**config.mk**
```make
export PLATFORM = sky130hd
export DESIGN_NAME = display_scan_driver
export DESIGN_NICKNAME = d
export VERILOG_FILES = /design/src/rtl/display_scan_driver.sv
export SDC_FILE = /design/constraint.sdc
export NUM_CORES = 1
export LEC_CHECK = 0
export ABC_AREA = 1
export BUFFER_PORTS_ARGS = -buffer_cell sky130_fd_sc_hd__buf_4
export CELL_PAD_IN_SITES_DETAIL_PLACEMENT = 2
export CELL_PAD_IN_SITES_GLOBAL_PLACEMENT = 2
export CORE_MARGIN = 3
export CORE_UTILIZATION = 34
export DETAILED_ROUTE_END_ITERATION = 10
export GPL_TIMING_DRIVEN = 0
export PLACE_DENSITY = 0.81
export SETUP_SLACK_MARGIN = 0.2
export SLEW_MARGIN = 30
export SYNTH_ARGS = -nofsm -noshare
export SYNTH_HDL_FRONTEND = slang
export SYNTH_SLANG_ARGS = --single-unit
```
**constraint.sdc**
```tcl
create_clock -name clk -period 4.3 [get_ports clk]
set_input_delay 0.215 -clock clk [delete_from_list [all_inputs] [get_ports clk]]
set_output_delay 0.215 -clock clk [all_outputs]
set_load 0.01 [all_outputs]
```
**src/rtl/display_scan_driver.sv**
```systemverilog
// display_scan_driver
//
// Drives a four-digit, common-anode 7-segment display. The scan timer
// supplies a slowly toggling scan signal. Every toggle, rising or falling,
// moves the display on to the next digit. Each digit change starts a short
// blank interval with all anodes off, so the previous digit's segments do not
// ghost onto the new anode. The 16-bit value is latched only at frame start,
// so a frame never shows a mix of old and new nibbles.
//
// Parameters
//   BLANK_CYCLES : clk cycles with all anodes off after each digit change
//                  (0..1023). A value of 0 still gives one blank cycle.
//
// Ports
//   clk        in   system clock
//   rst        in   synchronous, active-high reset
//   scan_in    in   toggling scan signal (untrusted, synchronized here)
//   value      in   four hex nibbles; nibble i is shown on digit i (0 = rightmost)
//   dp_mask    in   bit i lights the decimal point of digit i (sampled live)
//   blank_lz   in   1 = suppress leading zeros (sampled live)
//   an         out  anodes, active-low, one-hot-low while a digit is shown
//   seg        out  segments {g,f,e,d,c,b,a}, active-low
//   dp         out  decimal point, active-low
//   frame_done out  one-cycle pulse when the digit index wraps from 3 to 0

module display_scan_driver #(
  parameter int unsigned BLANK_CYCLES = 100
) (
  input  logic        clk,
  input  logic        rst,
  input  logic        scan_in,
  input  logic [15:0] value,
  input  logic [3:0]  dp_mask,
  input  logic        blank_lz,
  output logic [3:0]  an,
  output logic [6:0]  seg,
  output logic        dp,
  output logic        frame_done
);

  typedef enum logic [1:0] {
    ST_IDLE  = 2'd0,
    ST_BLANK = 2'd1,
    ST_SHOW  = 2'd2
  } state_t;

  localparam logic [9:0] BLANK_LOAD = 10'(BLANK_CYCLES);

  logic        s1_q, s1_d;
  logic        s2_q, s2_d;
  logic        s3_q, s3_d;
  logic        edge_q, edge_d;
  state_t      state_q, state_d;
  logic [1:0]  idx_q, idx_d;
  logic [9:0]  cnt_q, cnt_d;
  logic [15:0] shadow_q, shadow_d;
  logic [3:0]  an_q, an_d;
  logic [6:0]  seg_q, seg_d;
  logic        dp_q, dp_d;
  logic        frame_done_q, frame_done_d;

  logic [15:0] shifted;
  logic [3:0]  nibble;
  logic        suppress;

  // Hex digit to active-low segment pattern {g,f,e,d,c,b,a}.
  function automatic logic [6:0] hex_to_seg(input logic [3:0] n);
    logic [6:0] s;
    case (n)
      4'h0:    s = 7'b1000000;
      4'h1:    s = 7'b1111001;
      4'h2:    s = 7'b0100100;
      4'h3:    s = 7'b0110000;
      4'h4:    s = 7'b0011001;
      4'h5:    s = 7'b0010010;
      4'h6:    s = 7'b0000010;
      4'h7:    s = 7'b1111000;
      4'h8:    s = 7'b0000000;
      4'h9:    s = 7'b0010000;
      4'hA:    s = 7'b0001000;
      4'hB:    s = 7'b0000011;
      4'hC:    s = 7'b1000110;
      4'hD:    s = 7'b0100001;
      4'hE:    s = 7'b0000110;
      default: s = 7'b0001110;
    endcase
    return s;
  endfunction

  // Two-flop synchronizer plus a history flop. The toggle detect is
  // registered once more, so a toggle acts on state three clocks after it
  // is first sampled.
  always_comb begin
    s1_d   = scan_in;
    s2_d   = s1_q;
    s3_d   = s2_q;
    edge_d = s2_q ^ s3_q;
  end

  // Digit sequencing. Any toggle, even one in the middle of a blank, moves
  // to the next digit and restarts the blank count. The shadow copy of the
  // value is refreshed only when a new frame starts.
  always_comb begin
    state_d      = state_q;
    idx_d        = idx_q;
    cnt_d        = cnt_q;
    shadow_d     = shadow_q;
    frame_done_d = 1'b0;
    case (state_q)
      ST_IDLE: begin
        if (edge_q) begin
          idx_d        = 2'd0;
          shadow_d     = value;
          frame_done_d = 1'b1;
          cnt_d        = BLANK_LOAD;
          state_d      = ST_BLANK;
        end
      end
      ST_BLANK, ST_SHOW: begin
        if (edge_q) begin
          idx_d   = idx_q + 2'd1;
          cnt_d   = BLANK_LOAD;
          state_d = ST_BLANK;
          if (idx_q == 2'd3) begin
            shadow_d     = value;
            frame_done_d = 1'b1;
          end
        end else if (state_q == ST_BLANK) begin
          if (cnt_q == 10'd0) begin
            state_d = ST_SHOW;
          end else begin
            cnt_d = cnt_q - 10'd1;
          end
        end
      end
      default: begin
        state_d = ST_IDLE;
      end
    endcase
  end

  // Output decode is computed from the next state so that the registered
  // outputs change on the same edge as the state. A digit is a leading zero
  // when it and every digit to its left are zero. Digit 0 is never blanked,
  // so a value of zero still shows "0".
  always_comb begin
    shifted  = shadow_d >> {idx_d, 2'b00};
    nibble   = shifted[3:0];
    suppress = blank_lz && (idx_d != 2'd0) && (shifted == 16'd0);
    an_d     = 4'b1111;
    seg_d    = 7'b1111111;
    dp_d     = 1'b1;
    if ((state_d == ST_SHOW) && !suppress) begin
      an_d  = ~(4'b0001 << idx_d);
      seg_d = hex_to_seg(nibble);
      dp_d  = ~dp_mask[idx_d];
    end
  end

  // State and output registers.
  always_ff @(posedge clk) begin
    if (rst) begin
      s1_q         <= 1'b0;
      s2_q         <= 1'b0;
      s3_q         <= 1'b0;
      edge_q       <= 1'b0;
      state_q      <= ST_IDLE;
      idx_q        <= 2'd0;
      cnt_q        <= 10'd0;
      shadow_q     <= 16'd0;
      an_q         <= 4'b1111;
      seg_q        <= 7'b1111111;
      dp_q         <= 1'b1;
      frame_done_q <= 1'b0;
    end else begin
      s1_q         <= s1_d;
      s2_q         <= s2_d;
      s3_q         <= s3_d;
      edge_q       <= edge_d;
      state_q      <= state_d;
      idx_q        <= idx_d;
      cnt_q        <= cnt_d;
      shadow_q     <= shadow_d;
      an_q         <= an_d;
      seg_q        <= seg_d;
      dp_q         <= dp_d;
      frame_done_q <= frame_done_d;
    end
  end

  assign an         = an_q;
  assign seg        = seg_q;
  assign dp         = dp_q;
  assign frame_done = frame_done_q;

endmodule

```
==> out/results.ini <==
[run_status]
status = complete, no violations

[timing]
max_freq_mhz = 319.9
clock_skew_ns = 0.01022
timing_worst_slew_pin_value_ns = 0.5589
tns_ns = 0
finalCritPeriodShare = 0.7271
setup_viol = 0
rsz0062_at_grt = no
hold_viol_final = 0
slew_headroom = 0.6274
min_period_ns = 3.126
final_max_slew_viol_count = 0

[die]
core-area_um2 = 7486
io_pins = 37
fp.dieH_um = 95.22
die_w_um = 95.22
start_util = 0.3615
dieArea_um2 = 9066
num_rows = 31

[detailed_routing]
drt-pass1-iter-count = 4
first_iter_violations = 82
routed_via_density = 4.843
vias = 2586
post_drt_wl_per_cell_um = 14.78
antenna_left = 0
route.detailed.drc = 0
drt-total-wl_um = 7890

[logic_synthesis]
seq_area_frac_synth = 0.3477
ys_types = 31
synth_nets = 426
syn_avg_cell_area_um2 = 6.922
yosysWarnings = 0
synth-seq-cells = 47
syn_inst = 391
syn_area_um2 = 2706

[cells_and_area]
layout_common_cells = 98 x nand2_1, 52 x nor2_1, 47 x dfxtp_1
layout-drive-gt1-share = 0.2230
antenna_cells = 0
nFillCells = 915
final_area_um2 = 3237
area.growth.synth_to_final_pct = 19.60
mostFrequentLayoutCell = nand2_1
fin_nets = 469

[critical_path]
path_class = flop to flop
required_ns = 4.55
arrival_ns = 3.38
crit_path_start_kind = flop
crit_path_end_kind = flop
cp_max_fo = 10

[global_routing]
grt_pass1_wl_um = 13540
grt_max_degree = 16
track_usage = 0.1888
grt_overflow_total = 0
antenna_found_initial = 0
first_global_vias = 2792

[placed_design]
place_area_um2 = 3100
port_buffers = 36
globalplace.congestion = 0.8005
dp_hpwl_um = 6276

[clock_tree]
holdBufCountCts = 0
htree_levels = 2
clock_sinks = 47
cts_root_buffer = clkbuf_8
post_cts_resized = 0
clkTransAtPathRegs_ns = 0.10
cts_tree = built
cts_buffers = 5
clk-insertion-delay-late_ns = 0.31
clockBufferDepth = 2
post_cts_buffers = 0

[power_and_ir_drop]
vdd_drop_max_v = 0.0001285
p_leak_nw = 1.552
power_density_nw_per_um2 = 325.1

[run]
cap_viol_max_count = 0

[min_path]
min_path_type = input pin to flop

[stage by stage]
stage	power, W	worst slack (ns)	utilization	hold WS [ns]	std cells
floorplan	0.0006085	1.783	-	0.3220	391
global placement	0.0006650	1.258	0.4142	0.3904	526
detailed placement	0.0006724	1.218	0.4142	0.4106	526
CTS	0.001074	1.125	0.4324	0.09553	534
global route	0.001114	0.8087	0.4324	0.1385	534
finish	0.001052	1.174	0.4324	0.1081	534
[per-layer routing]
| metal | part of all wire | GRT usage | vias up |
|---|---|---|---|
| li1 | - | - | 1325 |
| met1 | 0.48 | 0.2412 | 1222 |
| met2 | 0.48 | 0.3376 | 32 |
| met3 | 0.028 | 0.02684 | 7 |
| met4 | 0.0086 | 0.03606 | 0 |
| met5 | 0 | 0 | - |
[final cells by class]
type | count | area (µm²) | share of cell area
Buffer | 11 | 97.59 | 0.03015
Clock buffer | 5 | 68.82 | 0.02126
Clock inverter | 3 | 67.56 | 0.02087
Inverter | 35 | 131.4 | 0.04059
Multi-Input combinational cell | 298 | 1536 | 0.4747
Sequential cell | 47 | 940.9 | 0.2907
Tap cell | 99 | 123.9 | 0.03827
Timing Repair Buffer | 36 | 270.3 | 0.08349
[Yosys cell counts, drive strengths merged]
cell type,number,share of area
buf,9,0.033
inv,35,0.049
nor2,59,0.090
nor3b,1,0.0028
dfxtp,47,0.35
o31ai,1,0.0028
nand2,124,0.21
nand3b,2,0.0055
and2,1,0.0023
xnor2,2,0.0065
nand3,49,0.10
ha,11,0.051
o22ai,1,0.0023
a21oi,23,0.043
xor2,3,0.0097
o21ai,15,0.028
clkbuf,2,0.0028
nand4,3,0.0069
or3,1,0.0023
nor3,2,0.0037
[cell families (layout without fill, tap and decap cells)]
| logic type | count (synthesis) | in the layout | synth area share |
|---|---|---|---|
| adders and majority gates | 11 | 11 | 0.05085 |
| AOI/OAI and AO/OA | 40 | 40 | 0.07536 |
| xor gates and xnor gates | 5 | 5 | 0.01618 |
| buffers and inverters | 46 | 90 | 0.08460 |
| and+or+nand+nor | 242 | 242 | 0.4253 |
| DFF | 47 | 47 | 0.3477 |
[path summary, 6_finish.rpt]
kind                     startpoint                to  slack [ns]  depth (start not counted)
hold / removal              scan_in   s1_q$_SDFF_PP0_        0.11                          3
setup / recovery  edge_q$_SDFF_PP0_  an[0]$_SDFF_PP1_        1.17                         20
setup reg to reg  edge_q$_SDFF_PP0_  an[0]$_SDFF_PP1_        1.17                         20
hold reg to reg     s1_q$_SDFF_PP0_   s2_q$_SDFF_PP0_        0.43                          2
[critical path, stage by stage, from the launching register on]
cell and delay, ns:
dfxtp_1 0.49, inv_2 0.17, ha_1 0.34, nor2_1 0.12, nor2_1 0.06, nor2_2 0.11, buf_4 0.20, nand3_1 0.11
nand2_1 0.09, nor2_1 0.04, nor2_1 0.22, ha_1 0.25, nand2_1 0.06, nor2_1 0.11, nand2_1 0.08, nor2_2 0.09
nand3_2 0.08, nor2_2 0.11, nor2_2 0.08, buf_6 0.17, nand2_2 0.06
[flip-flops by register name (all words and copies together) (netlist names)]
signal / cells
shadow_q: 16
cnt_q: 10
seg: 7
an: 4
idx_q: 2
state_q: 2
dp: 1
edge_q: 1
frame_done: 1
s1_q: 1
s2_q: 1
s3_q: 1
[power breakdown]
part           internal (W)  switching (W)  total, W
Clock              0.000232       0.000160  0.000392
Combinational     0.0000760       0.000129  0.000205
Sequential         0.000448     0.00000759  0.000456
Total              0.000756       0.000296   0.00105
(Power assumes the default switching activity.)
